[src/rtl/kart_physics.sv]
// kart_physics: per-frame kart heading, 11.4 fixed-point position and speed integrator feeding the renderer.
// Define KART_SAND_SLOWDOWN_EN to add the track-tile lookup and the sand speed cap.

module kart_physics #(
    parameter int unsigned START_X        = 1000,
    parameter int unsigned START_Y        = 1000,
    parameter int unsigned START_DIR      = 0,
    parameter int unsigned TURN_RATE      = 3,
    parameter int unsigned ACCEL          = 2,
    parameter int unsigned BRAKE          = 4,
    parameter int unsigned MAX_SPEED      = 48,
    parameter int unsigned SAND_MAX_SPEED = 16
) (
    input  logic               clk_in,
    input  logic               rst_in_n,
    input  logic               frame_tick_in,
    input  logic               btn_left_in,
    input  logic               btn_right_in,
    input  logic               btn_accel_in,
    input  logic               btn_brake_in,
    output logic [8:0]         trig_addr_out,
    input  logic signed [10:0] cos_in,
    input  logic signed [10:0] sin_in,
    output logic [7:0]         track_addr_out,
    input  logic [3:0]         tile_type_in,
    output logic [8:0]         direction,
    output logic [10:0]        player_x,
    output logic [10:0]        player_y,
    output logic [7:0]         speed_out,
    output logic               busy_out,
    output logic               update_out
);

    localparam int unsigned DIR_W  = 9;
    localparam int unsigned PIX_W  = 11;
    localparam int unsigned POS_W  = 15;
    localparam int unsigned SPD_W  = 8;
    localparam int unsigned PROD_W = 20;
    localparam int unsigned SUM_W  = 17;

    localparam logic [PIX_W-1:0] START_X_PX  = PIX_W'(START_X);
    localparam logic [PIX_W-1:0] START_Y_PX  = PIX_W'(START_Y);
    localparam logic [POS_W-1:0] START_X_POS = {START_X_PX, 4'b0000};
    localparam logic [POS_W-1:0] START_Y_POS = {START_Y_PX, 4'b0000};
    localparam logic [DIR_W-1:0] START_DIR_V = DIR_W'(START_DIR);

    typedef enum logic [3:0] {
        S_IDLE, S_STEER, S_TRIG_W0, S_TRIG_W1, S_MOVE,
        S_TILE_W0, S_TILE_W1, S_SPEED, S_DONE
    } state_t;

    state_t             state_q, state_d;
    logic               ready_q;
    logic               btn_l_q, btn_l_d, btn_r_q, btn_r_d;
    logic               btn_a_q, btn_a_d, btn_b_q, btn_b_d;
    logic [DIR_W-1:0]   dir_q, dir_d, dir_next;
    logic [POS_W-1:0]   pos_x_q, pos_x_d, pos_y_q, pos_y_d, cand_x, cand_y;
    logic [SPD_W-1:0]   speed_q, speed_d, spd_new, spd_dec;
    logic [DIR_W-1:0]   direction_q, direction_d;
    logic [PIX_W-1:0]   player_x_q, player_x_d, player_y_q, player_y_d;
    logic               busy_q, busy_d, update_q, update_d;
    logic [DIR_W:0]     dir_plus;
    logic [SPD_W:0]     spd_raw, spd_cap;
    logic signed [PROD_W-1:0] spd_s, cos_s, sin_s, prod_cos, prod_sin, dx, dy;

    // Add a signed 1/16-px step to a position, saturating to 0..32767.
    function automatic logic [POS_W-1:0] sat_add(input logic [POS_W-1:0] pos,
                                                 input logic signed [PROD_W-1:0] d);
        logic signed [SUM_W-1:0] sum;
        sum = $signed({2'b00, pos}) + SUM_W'(d);
        if (sum < 0)
            sat_add = '0;
        else if (sum > $signed(SUM_W'(17'h07FFF)))
            sat_add = '1;
        else
            sat_add = sum[POS_W-1:0];
    endfunction

    assign dir_plus = {1'b0, dir_q} + (DIR_W+1)'(TURN_RATE);

    always_comb begin
        dir_next = dir_q;
        if (btn_l_q && !btn_r_q)
            dir_next = (dir_plus >= 10'd360) ? DIR_W'(dir_plus - 10'd360) : DIR_W'(dir_plus);
        else if (btn_r_q && !btn_l_q)
            dir_next = (dir_q < DIR_W'(TURN_RATE)) ? dir_q + DIR_W'(360 - TURN_RATE)
                                                   : dir_q - DIR_W'(TURN_RATE);
    end

    assign spd_s    = PROD_W'($signed({1'b0, speed_q}));
    assign cos_s    = PROD_W'(cos_in);
    assign sin_s    = PROD_W'(sin_in);
    assign prod_cos = spd_s * cos_s;
    assign prod_sin = spd_s * sin_s;
    assign dy       = prod_cos >>> 9;
    assign dx       = -(prod_sin >>> 9);
    assign cand_x   = sat_add(pos_x_q, dx);
    assign cand_y   = sat_add(pos_y_q, dy);

    // Brake wins over accel; with neither pressed, friction takes one unit off.
    always_comb begin
        spd_dec = btn_b_q ? SPD_W'(BRAKE) : SPD_W'(1);
        if (btn_b_q || !btn_a_q)
            spd_raw = (speed_q >= spd_dec) ? {1'b0, speed_q - spd_dec} : '0;
        else
            spd_raw = {1'b0, speed_q} + (SPD_W+1)'(ACCEL);
`ifdef KART_SAND_SLOWDOWN_EN
        spd_cap = (tile_type_in == 4'd1) ? (SPD_W+1)'(SAND_MAX_SPEED) : (SPD_W+1)'(MAX_SPEED);
`else
        spd_cap = (SPD_W+1)'(MAX_SPEED);
`endif
        spd_new = (spd_raw > spd_cap) ? SPD_W'(spd_cap) : SPD_W'(spd_raw);
    end

`ifdef KART_SAND_SLOWDOWN_EN
    logic [7:0] track_q, track_d;
    localparam logic [7:0] START_TRACK = {START_Y_PX[10:7], START_X_PX[10:7]};
    assign track_addr_out = track_q;
`else
    logic unused_cfg;
    assign unused_cfg     = ^{tile_type_in, SPD_W'(SAND_MAX_SPEED)};
    assign track_addr_out = '0;
`endif

    always_comb begin
        state_d     = state_q;
        btn_l_d     = btn_l_q;
        btn_r_d     = btn_r_q;
        btn_a_d     = btn_a_q;
        btn_b_d     = btn_b_q;
        dir_d       = dir_q;
        pos_x_d     = pos_x_q;
        pos_y_d     = pos_y_q;
        speed_d     = speed_q;
        direction_d = direction_q;
        player_x_d  = player_x_q;
        player_y_d  = player_y_q;
`ifdef KART_SAND_SLOWDOWN_EN
        track_d     = track_q;
`endif
        unique case (state_q)
            S_IDLE: begin
                if (frame_tick_in && ready_q) begin
                    state_d = S_STEER;
                    btn_l_d = btn_left_in;
                    btn_r_d = btn_right_in;
                    btn_a_d = btn_accel_in;
                    btn_b_d = btn_brake_in;
                end
            end
            S_STEER: begin
                dir_d   = dir_next;
                state_d = S_TRIG_W0;
            end
            S_TRIG_W0: state_d = S_TRIG_W1;
            S_TRIG_W1: state_d = S_MOVE;
            S_MOVE: begin
                pos_x_d = cand_x;
                pos_y_d = cand_y;
`ifdef KART_SAND_SLOWDOWN_EN
                track_d = {cand_y[14:11], cand_x[14:11]};
                state_d = S_TILE_W0;
`else
                state_d = S_SPEED;
`endif
            end
            S_TILE_W0: state_d = S_TILE_W1;
            S_TILE_W1: state_d = S_SPEED;
            // All visible outputs load together on the edge into DONE.
            S_SPEED: begin
                speed_d     = spd_new;
                direction_d = dir_q;
                player_x_d  = pos_x_q[14:4];
                player_y_d  = pos_y_q[14:4];
                state_d     = S_DONE;
            end
            S_DONE:  state_d = S_IDLE;
            default: state_d = S_IDLE;
        endcase
        busy_d   = (state_d != S_IDLE);
        update_d = (state_d == S_DONE);
    end

    always_ff @(posedge clk_in or negedge rst_in_n) begin
        if (!rst_in_n) begin
            state_q     <= S_IDLE;
            ready_q     <= 1'b0;
            btn_l_q     <= 1'b0;
            btn_r_q     <= 1'b0;
            btn_a_q     <= 1'b0;
            btn_b_q     <= 1'b0;
            dir_q       <= START_DIR_V;
            pos_x_q     <= START_X_POS;
            pos_y_q     <= START_Y_POS;
            speed_q     <= '0;
            direction_q <= START_DIR_V;
            player_x_q  <= START_X_PX;
            player_y_q  <= START_Y_PX;
            busy_q      <= 1'b0;
            update_q    <= 1'b0;
`ifdef KART_SAND_SLOWDOWN_EN
            track_q     <= START_TRACK;
`endif
        end else begin
            state_q     <= state_d;
            ready_q     <= 1'b1;
            btn_l_q     <= btn_l_d;
            btn_r_q     <= btn_r_d;
            btn_a_q     <= btn_a_d;
            btn_b_q     <= btn_b_d;
            dir_q       <= dir_d;
            pos_x_q     <= pos_x_d;
            pos_y_q     <= pos_y_d;
            speed_q     <= speed_d;
            direction_q <= direction_d;
            player_x_q  <= player_x_d;
            player_y_q  <= player_y_d;
            busy_q      <= busy_d;
            update_q    <= update_d;
`ifdef KART_SAND_SLOWDOWN_EN
            track_q     <= track_d;
`endif
        end
    end

    assign trig_addr_out = dir_q;
    assign direction     = direction_q;
    assign player_x      = player_x_q;
    assign player_y      = player_y_q;
    assign speed_out     = speed_q;
    assign busy_out      = busy_q;
    assign update_out    = update_q;

endmodule

[config.mk]
export PLATFORM = sky130hd
export DESIGN_NAME = kart_physics
export DESIGN_NICKNAME = d
export VERILOG_FILES = /design/src/rtl/kart_physics.sv
export SDC_FILE = /design/constraint.sdc
export NUM_CORES = 1
export LEC_CHECK = 0
export BUFFER_PORTS_ARGS = -buffer_cell sky130_fd_sc_hd__clkbuf_2
export CAP_MARGIN = 20
export CORE_MARGIN = 10
export CORE_UTILIZATION = 63
export CTS_CLUSTER_DIAMETER = 30
export DETAILED_ROUTE_END_ITERATION = 8
export HOLD_SLACK_MARGIN = 0.03
export PLACE_DENSITY = 0.83
export RECOVER_POWER = 100
export SLEW_MARGIN = 20
export SYNTH_ARGS = -nofsm -noshare
export SYNTH_HDL_FRONTEND = slang
export SYNTH_SLANG_ARGS = --single-unit
[constraint.sdc]
create_clock -name clk_in -period 8.5 [get_ports clk_in]
set_input_delay 0 -clock clk_in [delete_from_list [all_inputs] [get_ports clk_in]]
set_output_delay 0 -clock clk_in [all_outputs]
set_load 0.005 [all_outputs]
Word-level counts from Yosys, hierarchy flattened
Index checks and enable logic that the tools add are counted.
Cells by class
  add/sub/neg operators: 9
  reductions and logical operators: 13
  order comparisons: 8
  eq/ne operators: 8
  multipliers: 2
  mux-type cells: 14
Operators by type and width (count)
  15-bit 2-to-1 mux: 4
  9-bit 2-to-1 mux: 5
  9-bit by 11-bit multiplier with 20-bit output: 2
  17-bit by 16-bit > comparator with 1-bit output, second input constant: 2
  17-bit by 1-bit less-than comparator with 1-bit output, second input constant: 2
  4-bit one-hot mux with 7 select lines: 1
  16-bit by 11-bit adder with 17-bit output: 1
  16-bit by 17-bit adder with 17-bit output: 1
  11-bit negation with 17-bit output: 1
  4-bit by 3-bit == test with 1-bit output, second input constant: 4
  8-bit 2-to-1 mux: 2
  9-bit by 2-bit adder with 10-bit output, second input constant: 1
  10-bit by 9-bit >= comparator with 1-bit output, second input constant: 1
  8-bit by 2-bit adder with 9-bit output, second input constant: 1
  9-bit adder, second input constant: 1
  9-bit by 6-bit > comparator with 1-bit output, second input constant: 1
  9-bit by 2-bit less-than comparator with 1-bit output, second input constant: 1
  9-bit by 2-bit subtractor with 9-bit output, second input constant: 1
  9-bit subtractor, second input constant: 1
  4-bit by 2-bit == test with 1-bit output, second input constant: 2
  8-bit by 3-bit >= comparator with 1-bit output: 1
  8-bit by 3-bit subtractor with 8-bit output: 1
  4-bit by 1-bit == test with 1-bit output, second input constant: 1
  4-bit == test, second input constant: 1
  other kinds (10): 15
Word-level totals
  register bits: 89
  input port bits: 33
  output and inout port bits: 58

Longest topological paths before layout
Gate-level depths: netlist of run 1.
  word-level depth: 6
  gate-level depth with buffers: 32

Worst setup path before layout of run 1
Ideal clock, no wire load.
  path type: register -> register
  start point: reg speed_q[4] (netlist: speed_out[4])
  end point: reg pos_y_q[4]
  data arrival time: 7.138 ns
  path slack: 1.232 ns
  required time: 8.370 ns
  stages on the path, launching flop included: 31
  path buffers: 3
  cells stage by stage: dfrtp_1 > clkbuf_1 > clkbuf_1 > nand2_1 > fa_1 > fa_1 > inv_1 > fa_1 > inv_1 > fa_1 > inv_1 > ha_1 > or4_1 > o221a_2 > nor2_1 > a221oi_2 > o21a_1 > or2_2 > a31oi_1 > xnor2_1 > ha_1 > a21oi_1 > o21ai_0 > and3_1 > a221o_1 > nor4_1 > nor4_1 > and3b_1 > mux2i_1 > clkbuf_1 > o21ai_0
Between the ends
  cells in the longest elaborated chain, start to end: 5
  elaborated cells on any way between the ends: 6
  those cells by class: 1 x add/sub; 1 x mul; 2 x order compare; 2 x mux
Ends and longest elaborated chain
  start: declaration: line 58  | logic [SPD_W-1:0] speed_q, speed_d, spd_new, spd_dec;
  start signal: assignment: line 214  | speed_q <= speed_d;
  9-bit by 11-bit multiplier with 20-bit output (*): line 93  | assign prod_cos = spd_s * cos_s;
  16-bit by 11-bit adder with 17-bit output (*): line 70  | sum = $signed({2'b00, pos}) + SUM_W'(d);
  17-bit by 16-bit > comparator with 1-bit output: line 73  | else if (sum > $signed(SUM_W'(17'h07FFF)))
  15-bit 2-to-1 mux: line 73
  15-bit 2-to-1 mux (*): line 71  | if (sum < 0)
  end signal: assignment: line 213  | pos_y_q <= pos_y_d;
  end: declaration: line 57  | logic [POS_W-1:0] pos_x_q, pos_x_d, pos_y_q, pos_y_d, cand_x, cand_y;
Mark *: on every way between the ends. The rest lies on a longest branch, timed or not.
A chain may end at the register's enable or synchronous reset.

Final worst setup path of run 1
  start point: reg speed_q[2] (netlist: speed_out[2])
  end point: reg pos_y_q[4]
Same word-level chain as after synthesis.

==> results.json, run 1 <==
{
  "status": "complete, but fails checks",
  "violations": "capacitance limit, slew limit",
  "clk_latency_ns": 0.34,
  "ys_seq_elements": 89,
  "n_antenna_cell": 0,
  "post_cts_buffers": 0,
  "start_util": 0.645,
  "io-pin-count": 91,
  "path_buf_inv": 3,
  "multi_input_area_um2": 8780,
  "worstPathCellList": "buf_4 -> nand2_1 -> fa_1 -> inv_1 -> fa_1 -> ha_1 -> fa_1 -> ha_1 -> nand4_1 -> nor4_1 -> o221a_2 -> nor2_1 -> a221oi_1 -> a21oi_1 -> xnor2_1 -> ha_1 -> and3_1 -> a221o_1 -> nor4_1 -> nor4_1 -> and3b_1 -> mux2i_1 -> clkbuf_1 -> o21ai_0",
  "regArea_um2": 2260,
  "ys_async_sr_fraction": 1.00,
  "seq_area_frac_synth": 0.186,
  "root_buffer": "clkbuf_16",
  "port_buffers": 78,
  "synth_top_area_frac": 0.237,
  "cts_tree": "done",
  "ys.flop_type": "dfrtp_1",
  "grt_pass1_vias": 9896,
  "ctsHoldBuffers": 6,
  "drtPass1Iterations": 5,
  "die_area_um2": 25200,
  "nets": 1757,
  "wl_per_cell_um": 15.9,
  "syn2layout_area_growth_pct": 7.23,
  "drv_cap": 5,
  "die_h_um": 159,
  "crit_path_end_kind": "flop",
  "final-setup-viol-count": 0,
  "criticalPathCategory": "reg -> reg",
  "cts_buffers": 9,
  "via_per_inst": 5.65,
  "n_fill_cell": 1462,
  "cp_data_arrival_time_ns": 8.11,
  "syn_inst": 1416,
  "syn-cell-area_um2": 12100,
  "drt_iter0_markers": 590,
  "clkTransAtPathRegs_ns": 0.06,
  "grt_pass1_wl_um": 48100,
  "yosysWarnings": 0,
  "netlist_top_cells_area": "fa_1, dfrtp_1, ha_1, inv_1, nand2_1",
  "antenna_found_initial": 0,
  "path_delay_family": "adder cells",
  "syn_avg_cell_area_um2": 8.58,
  "wl_um": 27500,
  "final_max_slew_viol_count": 179,
  "max_freq_ghz": 0.126,
  "setup_tns_ns": 0,
  "layout_min_cycle_time_ns": 7.91,
  "dpl.hpwl_um": 21100,
  "clock_skew_ns": 0.00667,
  "finalCritPeriodShare": 0.931,
  "grt_use_total": 0.223,
  "relSlewSlack": -0.749,
  "cts_resized": 0,
  "drive_gt1_frac": 0.0678,
  "worst_slew_pin_slew_ns": 2.62,
  "die_w_um": 159,
  "cp_slowest_stage_delay_ns": 0.62,
  "synth-edff-count": 0,
  "htreeDepth": 3,
  "synth_largest_area_cell": "fa_1",
  "gp_congestion": 0.904,
  "clockBufferDepth": 2,
  "startpoint_type": "flop",
  "drc": 0,
  "synth_commonest_cells": "inv_1, nand2_1, fa_1",
  "via_count": 9807,
  "core_um2": 18800,
  "rsz0062_at_grt": "no",
  "holdCritPathClass": "in -> reg",
  "overflow": 0,
  "num_rows": 50,
  "cp_slowest_cell": "xnor2_1",
  "cts_sinks": 89,
  "worstPathRequired_ns": 8.70,
  "ant_nets": 0,
  "yosysUniqueCellTypes": 73,
  "hold_viol": 0,
  "grt_max_degree": 51,
  "path_max_fanout": 20,
  "synth.most_common_cell": "inv_1"
}
per-layer routing:
| layer | part of all wire | global-route usage | vias to the layer above |
|---|---|---|---|
| met5 | 0 | 0 | - |
| met4 | 0.019 | 0.0561 | 0 |
| met3 | 0.075 | 0.0408 | 38 |
| met2 | 0.46 | 0.346 | 339 |
| met1 | 0.45 | 0.314 | 4760 |
| li1 | - | - | 4670 |
cell usage in the layout, fill, tap and decap left out, drive strengths merged, types with 8 or more instances in the layout:
cell type and count:
conb 9, fa 144, nand2 211, and3 8, nor3 23, inv 220
a21o 9, buf 12, and2 117, nor2 48, nor2b 12, nand3 17
ha 109, clkbuf 91, nor4 11, o21a 10, a21oi 49, xnor2 34
dfrtp 65, a31oi 23, o21ai 84, xor2 18, dfstp 24
logic make-up after synthesis:
logic type / Yosys count / synth area share
compound gates: 234 / 0.122
xor+xnor: 55 / 0.0431
fa+ha+maj: 253 / 0.350
buf+inv: 281 / 0.0911
flops: 89 / 0.186
mux: 9 / 0.00763
other cells: 2 / 0.000618
simple gates: 493 / 0.200
area by class of cell:
class / count / area share
inverter: 219 / 0.0631
timing repair buffer: 99 / 0.0387
tap: 260 / 0.0250
sequential: 89 / 0.173
clock inverter: 5 / 0.00798
clock buffer: 10 / 0.0176
multi-input combinational: 1053 / 0.674
path summary, 6_finish.rpt:
path	from	endpoint	slack, ns	cells past startpoint
hold / removal	btn_left_in	btn_l_q	0.46	3
hold reg to reg	player_x[3]	player_x[3]	0.46	2
setup reg to reg	speed_out[2]	pos_y_q[4]	0.59	24
setup / recovery	speed_out[2]	pos_y_q[4]	0.59	24
min in group asynchronous	rst_in_n	player_y[4]	0.81	2
max in group asynchronous	rst_in_n	direction[8]	4.37	3
stage by stage:
| stage | cell area, um2 | cells | hold slack, ns | util | worst slack [ns] |
|---|---|---|---|---|---|
| floorplan | 12200 | 1423 | -0.296 | - | 1.23 |
| global placement | 12700 | 1714 | 0.00650 | 0.676 | 1.02 |
| detailed placement | 12700 | 1714 | 0.00241 | 0.676 | 0.833 |
| CTS | 13100 | 1735 | 0.169 | 0.696 | 0.763 |
| global route | 13000 | 1735 | 0.474 | 0.691 | 0.111 |
| finish | 13000 | 1735 | 0.457 | 0.691 | 0.590 |
registers in the layout, indices dropped and copies added (netlist names), 4 cells and up:
name and flops:
player_y 11, speed_out 8, trig_addr_out 9, pos_x_q 15
pos_y_q 15, direction 9, state_q 4, player_x 11
worst register-to-register path: stages, from the launching register on:
cell and delay (ns):
dfrtp_1 0.52, buf_4 0.34, nand2_1 0.13, fa_1 0.55, inv_1 0.07, fa_1 0.46
ha_1 0.33, fa_1 0.51, ha_1 0.30, nand4_1 0.10, nor4_1 0.30, o221a_2 0.30
nor2_1 0.07, a221oi_1 0.47, a21oi_1 0.27, xnor2_1 0.62, ha_1 0.43, and3_1 0.18
a221o_1 0.36, nor4_1 0.24, nor4_1 0.11, and3b_1 0.19, mux2i_1 0.35, clkbuf_1 0.42
o21ai_0 0.14
Power of run 1 is not shown: default switching activity piles up to over one toggle a cycle in this logic, so the estimate is an artifact.
==> run 2, diff against run 1 <==
- BUFFER_PORTS_ARGS: -buffer_cell sky130_fd_sc_hd__clkbuf_2 -> not set
- CAP_MARGIN: 20 -> 25
- CORE_UTILIZATION: 63 -> 65
- DONT_BUFFER_PORTS: not set -> 1
- PLACE_DENSITY: 0.83 -> 0.84
==> run 2 against run 1 <==
Against the previous run: the flow still finishes with violations (capacitance limit, slew limit); register-to-register slack about the same; fmax is 0.13% higher; wire length up 1.2%.
==> results.json, run 2 (synthesis gave the netlist of run 1 again) <==
{
  "cts_sinks": 89,
  "layout_commonest_cell": "inv_1",
  "hold_viol": 0,
  "clkTransAtPathRegs_ns": 0.07,
  "endpoint": "pos_y_q[4]",
  "nets": 1682,
  "final_max_slew_viol_count": 177,
  "worst_slew_pin_slew_ns": 4.61,
  "io-pin-count": 91,
  "holdCritPathClass": "in -> reg",
  "antenna_found_initial": 0,
  "dpl.hpwl_um": 21300,
  "setup_ws_ns": 0.601,
  "finalCritPeriodShare": 0.929,
  "max_freq_ghz": 0.127,
  "violations": "capacitance limit, slew limit",
  "cts_tree": "done",
  "wl_um": 27900,
  "port_buffers": 0,
  "dpl_worst_slack_ns": 0.596,
  "path_max_fanout": 16,
  "start_util": 0.669,
  "criticalPathCategory": "reg -> reg",
  "clockBufferDepth": 2,
  "clock_skew_ns": 0.0100,
  "cp_slowest_cell": "dfrtp_1",
  "die_w_um": 157,
  "reg2reg_depth": 28,
  "htreeDepth": 3,
  "core_um2": 18100,
  "startpoint_type": "flop",
  "clk_latency_ns": 0.35,
  "root_buffer": "clkbuf_16",
  "wl_per_cell_um": 17.1,
  "cp_slowest_stage_delay_ns": 0.72,
  "final_cell_mix": "inv_1, nand2_1, fa_1",
  "grt_pass1_wl_um": 47500,
  "gp_congestion": 0.888,
  "drv_cap": 4,
  "layout_min_cycle_time_ns": 7.90,
  "cp_common_cell": "fa_1",
  "grt_use_total": 0.233,
  "grt_pass1_vias": 9887,
  "overflow": 0,
  "cts_buffers": 9,
  "via_count": 9660,
  "rsz0062_at_grt": "no",
  "crit_start": "speed_out[0]",
  "setup_tns_ns": 0,
  "ant_nets": 0,
  "die_h_um": 157,
  "final_util": 0.696,
  "r2r_setup_slack_ns": 0.60,
  "drt_iter0_markers": 639,
  "drc": 0,
  "drive_gt1_frac": 0.0400,
  "die_area_um2": 24500,
  "cp_data_arrival_time_ns": 8.12,
  "r2r_end": "pos_y_q[4]",
  "num_rows": 49,
  "via_per_inst": 5.93,
  "relSlewSlack": -2.07,
  "reg_top3": "pos_x_q: 15 flops, pos_y_q: 15 flops",
  "status": "complete, but fails checks",
  "crit_path_end_kind": "flop",
  "r2r_start": "speed_out[0]",
  "final-setup-viol-count": 0,
  "drtPass1Iterations": 5,
  "min_delay_path_depth": 3,
  "worstPathRequired_ns": 8.72,
  "syn2layout_area_growth_pct": 4.06,
  "n_antenna_cell": 0,
  "grt_max_degree": 90,
  "n_fill_cell": 1424
}
## run 2: worst min path at each step
stage                     slack [ns]         start          end
after floorplan                -0.30      rst_in_n      btn_a_q
after global placement         -0.29      rst_in_n  player_y[0]
after detailed placement       -0.29      rst_in_n  player_y[0]
after CTS                       0.28      rst_in_n  pos_y_q[14]
after global routing            0.36   btn_left_in      btn_l_q
final                           0.34  btn_right_in      btn_r_q
## run 2: critical path: cells and delay by family, from the launching register on
kind / cells / cell delay [ns]
adders and majority gates: 6 / 2.50
AOI/OAI and AO/OA: 8 / 1.55
DFF: 1 / 0.72
buffers and inverters: 4 / 0.43
and+or+nand+nor: 8 / 1.98
muxes: 1 / 0.37
xor gates and xnor gates: 1 / 0.20
## run 2: metrics by stage
stage,std cells,hold slack [ns],instance area [um2]
final,1630,0.344,12600
after global routing,1630,0.361,12600
after floorplan,1423,-0.296,12200
after detailed placement,1606,-0.292,12300
after CTS,1629,0.278,12700
after global placement,1605,-0.291,12300
## run 2: area by class of cell
| type | count | area (um2) | area share |
|---|---|---|---|
| Inverter | 219 | 822 | 0.0651 |
| Clock buffer | 11 | 233 | 0.0184 |
| Clock inverter | 5 | 56.3 | 0.00446 |
| Timing Repair Buffer | 24 | 198 | 0.0156 |
| Tap cell | 229 | 287 | 0.0227 |
| Sequential cell | 89 | 2260 | 0.179 |
| Multi-Input combinational cell | 1053 | 8780 | 0.695 |
## run 2: repair_timing
item,4_1_cts,5_1_grt
buffers inserted,0,0
endpoints found under the hold margin,94,0
setup endpoints to repair,0,9
resized for setup,0,1
hold buffers,7,0
## run 2: layer usage
| layer | routed length, um | GRT usage | part of all wire |
|---|---|---|---|
| met5 | 0 | 0 | 0 |
| met4 | 529 | 0.0634 | 0.019 |
| met3 | 2570 | 0.0562 | 0.092 |
| met1 | 11700 | 0.301 | 0.42 |
| met2 | 13100 | 0.385 | 0.47 |
Power of run 2 is left out for the same reason.
==> run 3, diff against run 2 <==
- clock period: 8.5 -> 8.2 ns (I/O delays scaled with it)
==> run 3 against run 2 <==
Against the previous run: the run still ends with capacitance limit, slew limit left; die area unchanged; sequential share of layout area down 0.11 points; clock skew up 0.00051 ns; highest routed layer unchanged; first-iteration DRC count down 3.3%; count of clock-buffer cells in the layout down 2; register-to-register slack worse by 0.07 ns; design area up 0.58%.
==> results.json, run 3 (synthesis gave the netlist of run 1 again) <==
{
  "cp_slowest_cell": "fa_1",
  "drt_iter0_markers": 618,
  "startpoint_type": "flop",
  "holdCritPathClass": "in -> reg",
  "final-setup-viol-count": 0,
  "violations": "capacitance limit, slew limit",
  "htreeDepth": 3,
  "die_w_um": 157,
  "drc": 0,
  "busiest_layer": "met2",
  "die_area_um2": 24500,
  "port_buffers": 0,
  "finalCritPeriodShare": 0.935,
  "clock_skew_ns": 0.0105,
  "status": "complete, but fails checks",
  "grt_pass1_vias": 9694,
  "num_rows": 49,
  "cp_slowest_stage_delay_ns": 0.60,
  "drv_cap": 3,
  "cts_resized": 0,
  "cp_data_arrival_time_ns": 7.92,
  "grt_max_degree": 90,
  "grt_pass1_wl_um": 47500,
  "ctsHoldBuffers": 7,
  "final_max_slew_viol_count": 165,
  "rsz0062_at_grt": "no",
  "post_cts_buffers": 0,
  "io-pin-count": 91,
  "layout_commonest_cell": "inv_1",
  "drive_gt1_frac": 0.0421,
  "clockBufferDepth": 2,
  "wl_um": 27900,
  "reg_top3": "pos_x_q: 15 flops, pos_y_q: 15 flops",
  "layout_min_cycle_time_ns": 7.67,
  "via_per_inst": 5.82,
  "grt_util_met3": 0.0633,
  "crit_path_end_kind": "flop",
  "path_delay_family": "adder cells",
  "holdWs_ns": 0.334,
  "path_max_fanout": 16,
  "cts_buffers": 9,
  "setup_tns_ns": 0,
  "grt_use_met1": 0.309,
  "path_buf_inv": 5,
  "cts_tree": "done",
  "core_um2": 18100,
  "clkTransAtPathRegs_ns": 0.07,
  "worstPathRequired_ns": 8.45,
  "antenna_found_initial": 2,
  "drtPass1Iterations": 5,
  "gp_congestion": 0.874,
  "overflow": 0,
  "max_freq_ghz": 0.130,
  "worst_slew_pin_slew_ns": 4.76,
  "dpl.hpwl_um": 21400,
  "final_cell_mix": "inv_1, nand2_1, fa_1",
  "cp_common_cell": "fa_1",
  "nets": 1684,
  "via_count": 9508,
  "die_h_um": 157,
  "ant_nets": 0,
  "clk_latency_ns": 0.35,
  "grt_use_total": 0.235,
  "criticalPathCategory": "reg -> reg",
  "root_buffer": "clkbuf_16",
  "syn2layout_area_growth_pct": 4.67,
  "wl_per_cell_um": 17.1,
  "use_met2": 0.378,
  "relSlewSlack": -2.17,
  "cts_sinks": 89,
  "start_util": 0.669,
  "hold_viol": 0
}
## run 3: cell type report
cell class / instances / area, um2
clock buffers: 9 / 225
flip-flops and latches: 89 / 2260
multi-input cells: 1053 / 8800
diodes: 2 / 5.00
inverters: 219 / 822
repair buffers: 26 / 208
clock inverters: 7 / 103
fillers: 1425 / 5440
well taps: 229 / 287
## run 3: path summary, 6_finish.rpt
kind | from | end | slack, ns | depth (start not counted)
max in group asynchronous | rst_in_n | direction[0] | 3.59 | 2
min in group asynchronous | rst_in_n | player_y[0] | 1.94 | 2
min | btn_right_in | btn_r_q | 0.33 | 3
min reg2reg | pos_y_q[10] | player_y[6] | 0.47 | 2
max reg2reg | speed_out[0] | pos_x_q[14] | 0.53 | 28
max | speed_out[0] | pos_x_q[14] | 0.53 | 28
## run 3: layer usage
layer	routed length [um]	vias to the layer above	part of all wire
met5	0	-	0
met4	412	0	0.015
met3	2510	33	0.090
met2	13000	335	0.46
met1	12100	4616	0.43
li1	-	4524	-
## run 3: stage by stage
step	util	cells	setup WS [ns]	cell area, um2
3_3_place_gp	0.678	1606	0.810	12300
3_5_place_dp	0.679	1607	0.677	12300
6_report	0.700	1634	0.532	12700
2_1_floorplan	-	1423	0.932	12200
4_1_cts	0.702	1630	0.622	12700
5_1_grt	0.700	1634	0.100	12700
## run 3: worst register-to-register path: cells and delay by family (launching register included)
family	cells	cell delay [ns]
simple gates	9	1.58
flops	1	0.55
fa+ha+maj	6	2.77
buf+inv	5	0.65
compound gates	8	2.03
Power of run 3 is left out for the same reason.
